### config.mk
export PLATFORM = sky130hd
export DESIGN_NAME = mem_latency_ctrl
export DESIGN_NICKNAME = d
export VERILOG_FILES = /design/src/rtl/mem_latency_ctrl.sv
export SDC_FILE = /design/constraint.sdc
export NUM_CORES = 1
export LEC_CHECK = 0
export ABC_AREA = 0
export CORE_ASPECT_RATIO = 2
export CORE_UTILIZATION = 65
export DETAILED_ROUTE_END_ITERATION = 10
export PLACE_DENSITY = 0.84
export REMOVE_ABC_BUFFERS = 1
export SYNTH_ARGS = -nofsm -noshare
export SYNTH_HDL_FRONTEND = slang
export SYNTH_SLANG_ARGS = --single-unit
### constraint.sdc
create_clock -name clk -period 7.7 [get_ports clk]
set_input_delay 1.155 -clock clk [delete_from_list [all_inputs] [get_ports clk]]
set_output_delay 1.155 -clock clk [all_outputs]
set_load 0.02 [all_outputs]
### src/rtl/mem_latency_ctrl.sv
// Register-file memory with one write port and one read port; reads return after a LATENCY-stage pipeline.
// Optional: define MEM_CLEAR_ON_RESET_EN to zero every word of the array on the reset edge.
module mem_latency_ctrl #(
    parameter int DEPTH   = 16,
    parameter int WIDTH   = 32,
    parameter int LATENCY = 1,
    localparam int ADDR_W = (DEPTH > 1) ? $clog2(DEPTH) : 1
) (
    input  logic              clk,
    input  logic              rst,
    input  logic              write_enable,
    input  logic              read_enable,
    input  logic [ADDR_W-1:0] write_addr,
    input  logic [ADDR_W-1:0] read_addr,
    input  logic [WIDTH-1:0]  write_data,
    output logic              mem_ready,
    output logic [WIDTH-1:0]  read_data
);

    localparam logic [ADDR_W:0] DEPTH_C = (ADDR_W + 1)'(DEPTH);

    logic [WIDTH-1:0] mem [DEPTH];
    logic             wrInRange;
    logic             rdInRange;

    // DEPTH need not be a power of two, so addresses past the end must be filtered.
    assign wrInRange = ({1'b0, write_addr} < DEPTH_C);
    assign rdInRange = ({1'b0, read_addr} < DEPTH_C);

`ifdef MEM_CLEAR_ON_RESET_EN
    always_ff @(posedge clk) begin
        if (rst) begin
            for (int i = 0; i < DEPTH; i++) begin
                mem[i] <= '0;
            end
        end else if (write_enable && wrInRange) begin
            mem[write_addr] <= write_data;
        end
    end
`else
    always_ff @(posedge clk) begin
        if (!rst && write_enable && wrInRange) begin
            mem[write_addr] <= write_data;
        end
    end
`endif

    if (LATENCY == 0) begin : gComb
        assign mem_ready = read_enable && !rst;
        assign read_data = (rst || !rdInRange) ? '0 : mem[read_addr];
    end else begin : gPipe
        logic [WIDTH-1:0] captureData;
        logic             lastValid;
        logic [WIDTH-1:0] lastData;
        logic             memReady_q;
        logic [WIDTH-1:0] readData_q;

        // A same-address write bypasses the array so the read sees the new value.
        always_comb begin
            captureData = '0;
            if (write_enable && wrInRange && (write_addr == read_addr)) begin
                captureData = write_data;
            end else if (rdInRange) begin
                captureData = mem[read_addr];
            end
        end

        if (LATENCY == 1) begin : gDirect
            assign lastValid = read_enable;
            assign lastData  = captureData;
        end else begin : gStages
            logic [LATENCY-2:0] pipeValid_q;
            logic [WIDTH-1:0]   pipeData_q [LATENCY-1];

            always_ff @(posedge clk) begin
                if (rst) begin
                    pipeValid_q <= '0;
                end else begin
                    pipeValid_q[0] <= read_enable;
                    for (int i = 1; i < LATENCY - 1; i++) begin
                        pipeValid_q[i] <= pipeValid_q[i-1];
                    end
                end
            end

            always_ff @(posedge clk) begin
                pipeData_q[0] <= captureData;
                for (int i = 1; i < LATENCY - 1; i++) begin
                    pipeData_q[i] <= pipeData_q[i-1];
                end
            end

            assign lastValid = pipeValid_q[LATENCY-2];
            assign lastData  = pipeData_q[LATENCY-2];
        end

        // read_data holds its value through idle cycles; only a completing read reloads it.
        always_ff @(posedge clk) begin
            if (rst) begin
                memReady_q <= 1'b0;
                readData_q <= '0;
            end else begin
                memReady_q <= lastValid;
                if (lastValid) begin
                    readData_q <= lastData;
                end
            end
        end

        assign mem_ready = memReady_q;
        assign read_data = readData_q;
    end

endmodule

==> run_results.csv, run 1 <==
group,metric,value,unit
synthesis,syn_avg_cell_area,19.7,sq um
cts,cts_root_buf,"clkbuf_16",
routing,drt-initial-drc-count,1137,
sta,setup_viol,0,
die,num_io_pins,77,
critical_path,slowest_stage,"buf_4",
sta,slew_viol_final,0,
synthesis,synth_cell_type_count,35,
placed_design,gp_congestion,0.770,
sta,relSlewSlack,0.267,
grt,use_met1,0.351,
cts,cts_resized,0,
synthesis,synth_seq_cells,545,
routing,via_count,11000,
sta,setup_tns,0,ns
min_path,holdPathStages,4,
critical_path,critPathMaxFanout,52,
synthesis,synth-main-ff-cell,"edfxtp_1",
synthesis,yosysWarningCount,0,
die,core,32200,sq um
job,cap_violations,0,
grt,grt-ovfl-total,0,
synthesis,yosysTopAreaCell,"edfxtp_1",
critical_path,crit_family,"buffers and inverters",
die,rows,93,
routing,vias_per_cell,6.74,
critical_path,r2r_cells,4,
cells_and_area,fin_cells,1626,
placed_design,dp_slack,3.71,ns
sta,min_period,3.38,ns
critical_path,end_kind,"register",
routing,wl_per_cell,28.4,um
sta,timing.fmax,296,MHz
grt,grt_first_pass_wirelength,68300,um
grt,grt_start_max_net_pins,96,
routing,ant_nets,0,
synthesis,synthArstFlopShare,0,
critical_path,slowest_delay,0.89,ns
routing,drc,0,
cts,cts_buffers,43,
cts,h-tree-depth,2,
min_path,hp-class,"reg -> reg",
sta,rsz0062_at_grt,"no",
power_and_ir_drop,vdd_drop_max,0.202,mV
routing,drt_wl_total,46200,um
die,dieHeight,258,um
critical_path,path_depth,7,
cts,ctsHoldBuffers,0,
grt,met3_usage,0.0407,
status,outcome,"finished, final reports clean",
synthesis,synth.area.top_cells,"edfxtp_1, mux4_2, mux2i_1",
placed_design,numPortBuffers,76,
sta,fin_crit_sh,0.438,
cts,cts.clk_slew.worst_paths,0.07,ns
grt,antenna_found_initial,0,
critical_path,crit_top_cell,"buf_4",
critical_path,crit_type,"in -> reg",
power_and_ir_drop,power.density,245,nW/um^2
critical_path,worst-path-buf-inv,3,
sta,timing.final.ws_setup,4.32,ns
placed_design,hpwl,25200,um
cts,cts_max_path_buffers,3,
critical_path,worstSetupStartpointType,"input pin",
grt,track_usage,0.288,
critical_path,cp_data_required_time,8.18,ns
cts,post_cts_buffers,0,
cells_and_area,diodes,0,
synthesis,synth.top_cell.area_share,0.719,
grt,met2_usage,0.499,
die,die_width,130,um
critical_path,crit_chain,"buf_6 > buf_4 > nor2b_4 > buf_4 > a221oi_1 > o21ai_0 > a31oi_1",
cts,clk_latency,0.57,ns
grt,busiest_layer,"met2",
power_and_ir_drop,p_leak,7.82,nW
die,dieArea,33700,sq um
placed_design,numPlacedInstances,1547,
cells_and_area,drive_above_1_share,0.196,
sta,worstMarginPinSlew,1.10,ns
grt,grt_pass1_vias,11400,
sta,fin_worst_skew,0.0134,ns
synthesis,synth_edf_count,512,
synthesis,postSynthCellCount,1084,
cells_and_area,nNetsFinal,1209,
cells_and_area,num-fill-cells,1777,
routing,drt_first_pass_iters,6,
cts,cts_tree,"done",
die,start_util,0.663,
cts,cts.sinks,545,
cells_and_area,area_growth,11.9,%
synthesis,synth_area,21400,sq um
sta,hold_viol_final,0,
critical_path,critPathArrivalTime,3.86,ns
synthesis,yosysSeqAreaShare,0.750,
==> registers in the layout (all words and copies together) (netlist names) <==
signal and flops:
read_data 32, mem 512, mem_ready 1
==> metrics by stage <==
| step | instance area [sq um] | hold WS (ns) | util | power, mW |
|---|---|---|---|---|
| after floorplan | 20900 | 0.626 | - | 3.53 |
| after global placement | 22500 | 0.548 | 0.699 | 3.72 |
| after detailed placement | 22500 | 0.552 | 0.699 | 3.73 |
| after CTS | 23900 | 0.564 | 0.743 | 5.90 |
| after global routing | 23900 | 0.610 | 0.743 | 6.02 |
| final | 23900 | 0.562 | 0.743 | 5.87 |
==> path summary, 6_finish.rpt <==
| path | from | endpoint | slack (ns) |
|---|---|---|---|
| worst max-delay path | read_addr[0] | read_data[31] | 4.32 |
| worst min-delay path | read_data[29] | read_data[29] | 0.56 |
| worst max register to register | mem[15][19] | read_data[19] | 6.18 |
| worst min register to register | read_data[29] | read_data[29] | 0.56 |
==> routing by layer <==
metal | share of wire | vias to the layer above
li1 | - | 4585
met1 | 0.34 | 5604
met2 | 0.54 | 623
met3 | 0.075 | 147
met4 | 0.046 | 0
met5 | 0 | -
==> cells by family after synthesis <==
group | count (synthesis) | share of synthesized area
multiplexers | 192 | 0.152
flip-flops | 545 | 0.750
AND/OR/NAND/NOR | 161 | 0.0331
buffers and inverters | 70 | 0.0221
XOR/XNOR | 4 | 0.00199
AO/OA/AOI/OAI | 112 | 0.0414
==> cell type report <==
type / instances / area, sq um / area share
Clock buffer: 58 / 1170 / 0.0490
Clock inverter: 21 / 215 / 0.00899
Timing Repair Buffer: 106 / 983 / 0.0411
Sequential cell: 545 / 16000 / 0.670
Multi-Input combinational cell: 469 / 4990 / 0.209
Tap cell: 427 / 534 / 0.0223
==> cell usage after synthesis (3+ instances only) <==
| cell type | number |
|---|---|
| a221oi_2 | 13 |
| a2bb2oi_1 | 17 |
| a31oi_1 | 32 |
| buf_2 | 18 |
| buf_4 | 8 |
| buf_6 | 17 |
| clkbuf_1 | 22 |
| dfxtp_1 | 33 |
| edfxtp_1 | 512 |
| mux2_2 | 15 |
| mux2i_1 | 81 |
| mux4_1 | 26 |
| mux4_2 | 70 |
| nand2_1 | 35 |
| nand2b_1 | 3 |
| nand3_1 | 18 |
| nor2_1 | 77 |
| nor2b_1 | 3 |
| nor3_1 | 4 |
| o21ai_1 | 13 |
| o31ai_1 | 32 |
| or2_2 | 17 |
| xnor2_1 | 3 |
==> power by group <==
| part | switching (mW) | internal [mW] | total [mW] |
|---|---|---|---|
| clock | 0.992 | 1.21 | 2.20 |
| sequential | 0.0194 | 3.28 | 3.30 |
| combinational | 0.216 | 0.152 | 0.369 |
==> cell usage in the layout (no fill, tap or decap), types with 15 or more instances in the layout <==
master	n
edfxtp_1	512
mux2i_1	81
mux4_2	70
clkdlybuf4s50_1	70
nor2_1	65
clkbuf_16	43
nand2_1	35
dfxtp_1	33
o31ai_1	32
a31oi_1	32
buf_4	30
mux4_1	26
nand3_1	18
or2_2	17
a2bb2oi_1	17
mux2_2	15
==> worst register-to-register path: stages (launching register included) <==
cell and delay, ns:
edfxtp_1 0.41, mux4_1 0.50, mux2_2 0.27, nand2_1 0.10, a31oi_1 0.09
No activity file was read; power rests on OpenSTA's default activity.
==> inputs of run 2 (changes only) <==
--- a/config.mk
+++ b/config.mk
@@ -7,9 +7,9 @@
 export LEC_CHECK = 0
 export ABC_AREA = 0
 export CORE_ASPECT_RATIO = 2
-export CORE_UTILIZATION = 65
+export CORE_UTILIZATION = 61
 export DETAILED_ROUTE_END_ITERATION = 10
-export PLACE_DENSITY = 0.84
+export PLACE_DENSITY = 0.8
 export REMOVE_ABC_BUFFERS = 1
 export SYNTH_ARGS = -nofsm -noshare
 export SYNTH_HDL_FRONTEND = slang
==> constraint.sdc (replaced) <==
create_clock -name clk -period 3.3 [get_ports clk]
set_input_delay 0.495 -clock clk [delete_from_list [all_inputs] [get_ports clk]]
set_output_delay 0.495 -clock clk [all_outputs]
set_load 0.02 [all_outputs]
==> run 2 against run 1 <==
Effect of this change: global-route usage shrank 0.88 points; worst hold slack lost 0.16 ns; utilization shrank 3.2 points; wire length grew 3.9%; power grew 140%; final area grew 2.0%; critical endpoint unchanged; largest power group unchanged; highest routed layer unchanged.
==> run_results.csv, run 2 (synthesis gave the netlist of run 1 again) <==
group,metric,value,unit
routing,wl_per_cell,28.9,um
cells_and_area,num-fill-cells,2049,
cts,ctsHoldBuffers,0,
die,dieHeight,267,um
die,die_width,134,um
routing,drt_wl_total,48000,um
cts,cts.sinks,545,
job,cap_violations,0,
power_and_ir_drop,p_leak,8.06,nW
power_and_ir_drop,combPwrFrac,0.063,
cts,cts_buffers,44,
cells_and_area,largest_reg_flops,512,
die,dieArea,35800,sq um
placed_design,gp_congestion,0.815,
die,core,34400,sq um
critical_path,r2r_start,"mem[5][24]",
min_path,min_from,"rst",
sta,timing.fmax,450,MHz
power_and_ir_drop,clock_power_share,0.399,
routing,drt-initial-drc-count,996,
power_and_ir_drop,finalPower,14.3,mW
placed_design,hpwl,27500,um
cts,cts_resized,0,
critical_path,critPathMaxFanout,23,
status,outcome,"finished, final reports clean",
cts,clk_latency,0.58,ns
routing,ant_nets,0,
power_and_ir_drop,p_sw_frac,0.206,
critical_path,end_kind,"register",
cts,cts_max_path_buffers,3,
min_path,hp-class,"in -> reg",
cells_and_area,top_register,"mem",
grt,grt_first_pass_wirelength,71200,um
die,start_util,0.622,
cts,post_cts_buffers,0,
cells_and_area,final_common_cell,"edfxtp_1",
routing,met3_wirelength,3650,um
critical_path,critPathArrivalTime,2.64,ns
power_and_ir_drop,power.switching,2.96,mW
critical_path,startpoint,"write_addr[0]",
sta,slew_viol_final,0,
routing,drc,0,
cts,cts.clk_slew.worst_paths,0.07,ns
routing,vias_per_cell,6.63,
grt,grt-ovfl-total,0,
power_and_ir_drop,power.density,588,nW/um^2
sta,rsz0062_at_grt,"no",
power_and_ir_drop,p_int,11.4,mW
grt,track_usage,0.279,
grt,grt_pass1_vias,11700,
sta,timing.hold.ws,0.405,ns
cells_and_area,area_growth,14.2,%
critical_path,crit_type,"in -> reg",
cells_and_area,final_cell_mix,"edfxtp_1, mux2i_1, mux4_2, clkdlybuf4s50_1, nor2_1",
sta,worstMarginPinSlew,0.908,ns
routing,drt_first_pass_iters,5,
cells_and_area,nNetsFinal,1232,
cells_and_area,drive_above_1_share,0.221,
sta,fin_worst_skew,0.0247,ns
routing,via_count,11000,
placed_design,numPortBuffers,76,
cells_and_area,diodes,0,
routing,wl_met1,16400,um
die,num_io_pins,77,
critical_path,worstSetupStartpointType,"input pin",
cts,h-tree-depth,2,
routing,dr_wl_met2,25400,um
critical_path,cp_data_required_time,3.72,ns
sta,min_period,2.22,ns
sta,setup_viol,0,
power_and_ir_drop,seq_power_share,0.537,
placed_design,placed_area,22800,sq um
grt,antenna_found_initial,0,
sta,relSlewSlack,0.394,
sta,hold_viol_final,0,
die,rows,96,
cts,cts_tree,"done",
power_and_ir_drop,vdd_drop_max,0.498,mV
cells_and_area,fin_area,24400,sq um
routing,highest_layer,"met4",
grt,grt_start_max_net_pins,65,
cts,cts_root_buf,"clkbuf_16",
sta,fin_crit_sh,0.674,
run 2: cell types whose count changed in the layout (fill, tap and decap cells not counted), sizes merged:
cell	before	now
bufinv	4	10
clkinv	14	16
buf	36	58
clkinvlp	0	2
clkbuf	58	50
run 2: path summary, 6_finish.rpt:
path | endpoint | slack, ns | cells past startpoint
min reg2reg | read_data[13] | 0.57 | 4
max reg2reg | read_data[24] | 1.67 | 4
max | read_data[31] | 1.08 | 6
min | read_data[0] | 0.41 | 4
run 2: power by group through the flow:
stage	sequential (mW)	combinational, mW	clock (mW)
floorplan	7.88	0.361	0
CTS	7.71	0.909	5.80
global route	7.71	0.959	6.00
detailed placement	7.86	0.900	0
global placement	7.85	0.876	0
finish	7.71	0.910	5.73
run 2: stage by stage:
stage / TNS (ns) / worst slack [ns] / util / cells
after floorplan: -31.47 / -0.383 / - / 1014
after global placement: 0 / 0.645 / 0.664 / 1583
after detailed placement: 0 / 0.546 / 0.664 / 1583
after CTS: 0 / 1.10 / 0.711 / 1664
after global routing: 0 / 1.01 / 0.711 / 1664
final: 0 / 1.08 / 0.711 / 1664
run 2: metal layers:
metal,track usage,vias up
met5,0,-
met4,0.162,0
met3,0.0395,158
met2,0.484,585
met1,0.333,5658
li1,-,4625
run 2: final cells by class:
| type | instances | area, sq um | share of cell area |
|---|---|---|---|
| flip-flops and latches | 545 | 16000 | 0.657 |
| multi-input cells | 469 | 4990 | 0.204 |
| well taps | 441 | 552 | 0.0226 |
| repair buffers | 128 | 1240 | 0.0506 |
| clock inverters | 31 | 432 | 0.0177 |
| clock buffers | 50 | 1160 | 0.0477 |
run 2: critical path: stages:
cell	delay [ns]
clkdlybuf4s50_1	0.65
xnor2_2	0.24
nand4_2	0.13
o21a_1	0.48
buf_4	0.46
a31oi_1	0.16
==> inputs of run 3 (changes only) <==
--- a/config.mk
+++ b/config.mk
@@ -7,9 +7,9 @@
 export LEC_CHECK = 0
 export ABC_AREA = 0
 export CORE_ASPECT_RATIO = 2
-export CORE_UTILIZATION = 61
+export CORE_UTILIZATION = 55
 export DETAILED_ROUTE_END_ITERATION = 10
-export PLACE_DENSITY = 0.8
+export PLACE_DENSITY = 0.76
 export REMOVE_ABC_BUFFERS = 1
 export SYNTH_ARGS = -nofsm -noshare
 export SYNTH_HDL_FRONTEND = slang
==> constraint.sdc (replaced) <==
create_clock -name clk -period 2.04 [get_ports clk]
set_input_delay 0.306 -clock clk [delete_from_list [all_inputs] [get_ports clk]]
set_output_delay 0.306 -clock clk [all_outputs]
set_load 0.02 [all_outputs]
==> run 3 against run 2 <==
Effect of this change: final area grew 3.1%; highest routed layer unchanged; sequential power rose by 62%; via count up 0.15%; critical path type is now reg -> out; critical path depth is 5 lower; first-iteration DRC count down 4.9%; largest cell class unchanged; count of clock-buffer cells in the layout is 4 higher; register-to-register slack got worse by 1.2 ns.
==> run_results.csv, run 3 (synthesis gave the netlist of run 1 again) <==
group,metric,value,unit
status,outcome,"finished, final reports clean",
grt,grt_start_max_net_pins,65,
routing,wl_per_cell,26.8,um
grt,met3_usage,0.0302,
critical_path,worst-path-buf-inv,1,
placed_design,gp_congestion,0.796,
power_and_ir_drop,power.density,905,nW/um^2
sta,hold_viol_final,0,
cts,h-tree-depth,2,
power_and_ir_drop,combPwrFrac,0.070,
cells_and_area,top_register,"mem",
die,core,38200,sq um
die,dieArea,39700,sq um
sta,rsz0062_at_grt,"no",
power_and_ir_drop,p_int,18.0,mW
die,dieHeight,281,um
cells_and_area,drive_above_1_share,0.252,
sta,setup_viol,0,
grt,met2_usage,0.455,
cts,cts_buffers,44,
cells_and_area,largest_reg_flops,512,
power_and_ir_drop,p_sw_frac,0.209,
placed_design,numPortBuffers,76,
cts,clk_latency,0.55,ns
power_and_ir_drop,vdd_drop_max,0.738,mV
cells_and_area,final_common_cell,"edfxtp_1",
critical_path,slowest_stage,"clkdlybuf4s50_1",
grt,grt-ovfl-total,0,
routing,drc,0,
critical_path,critPathMaxFanout,2,
routing,drt_wl_total,48200,um
sta,timing.final.ws_setup,0.111,ns
cts,cts_max_path_buffers,3,
die,die_width,141,um
routing,drt-initial-drc-count,947,
placed_design,dp_slack,-0.133,ns
sta,fin_crit_sh,0.946,
power_and_ir_drop,p_leak,8.38,nW
sta,slew_viol_final,0,
power_and_ir_drop,clock_power_share,0.383,
min_path,hp-class,"in -> reg",
die,start_util,0.560,
sta,timing.fmax,518,MHz
grt,grt_first_pass_wirelength,70800,um
cts,cts.sinks,545,
sta,worstMarginPinSlew,0.657,ns
die,rows,101,
sta,setup_tns,0,ns
grt,antenna_found_initial,0,
grt,use_met1,0.300,
cells_and_area,diodes,0,
cts,post_cts_buffers,0,
critical_path,rrSetupSlack,0.47,ns
grt,busiest_layer,"met2",
critical_path,worstSetupStartpointType,"register",
placed_design,hpwl,29700,um
placed_design,numPlacedInstances,1721,
sta,relSlewSlack,0.560,
routing,via_count,11000,
sta,timing.hold.ws,0.265,ns
cts,ctsHoldBuffers,0,
power_and_ir_drop,power.switching,4.77,mW
critical_path,crit_family,"buffers and inverters",
cts,cts.clk_slew.worst_paths,0.07,ns
sta,min_period,1.93,ns
routing,drt_first_pass_iters,5,
cells_and_area,final_cell_mix,"edfxtp_1, buf_4, mux2i_1, mux4_2, clkdlybuf4s50_1",
power_and_ir_drop,seq_power_share,0.546,
die,num_io_pins,77,
job,cap_violations,0,
cells_and_area,fin_cells,1801,
cells_and_area,area_growth,17.7,%
critical_path,crit_chain,"clkdlybuf4s50_1",
grt,track_usage,0.250,
grt,grt_pass1_vias,11600,
cts,cts_tree,"done",
critical_path,cp_data_required_time,1.73,ns
sta,fin_worst_skew,0.0137,ns
critical_path,critPathArrivalTime,1.62,ns
critical_path,end_kind,"output pin",
routing,ant_nets,0,
routing,vias_per_cell,6.13,
critical_path,crit_type,"reg -> out",
cts,cts_resized,0,
cts,cts_root_buf,"clkbuf_16",
cells_and_area,nNetsFinal,1296,
critical_path,slowest_delay,0.65,ns
==> run 3: cell count changes in the layout (fill, tap and decap cells not counted), sizes merged <==
cell,previous run,this run
bufinv,10,6
clkbuf,50,54
inv,3,1
buf,58,122
clkinv,16,17
==> run 3: path summary, 6_finish.rpt <==
path,startpoint,to,cells after the start
hold reg to reg,read_data[10],read_data[10],4
setup reg to reg,mem[5][31],read_data[31],4
setup / recovery,read_data[27],read_data[27],1
hold / removal,read_addr[1],read_data[5],3
==> run 3: stage by stage <==
stage | instance area [sq um] | utilization | power (mW)
detailed placement | 23700 | 0.621 | 14.3
finish | 25200 | 0.660 | 22.8
floorplan | 20900 | - | 13.3
global route | 25200 | 0.660 | 23.4
CTS | 25200 | 0.660 | 22.9
global placement | 23700 | 0.621 | 14.2
==> run 3: per-layer routing <==
metal / vias up / wire, um
met1: 5693 / 17300
li1: 4757 / -
met4: 0 / 1790
met3: 102 / 2930
met5: - / 0
met2: 490 / 26200
==> run 3: power by group through the flow <==
stage | Sequential (mW) | Clock [mW] | Combinational, mW
after floorplan | 12.7 | 0 | 0.583
after global placement | 12.7 | 0 | 1.56
after detailed placement | 12.7 | 0 | 1.59
after CTS | 12.5 | 8.84 | 1.60
after global routing | 12.5 | 9.22 | 1.69
final | 12.5 | 8.74 | 1.60
==> run 3: final cells by class <==
type	instances	area, sq um
clock inverter	26	284
multi-input combinational	469	4990
sequential	545	16000
tap	515	644
timing repair buffer	192	2030
fill	2445	13000
clock buffer	54	1190
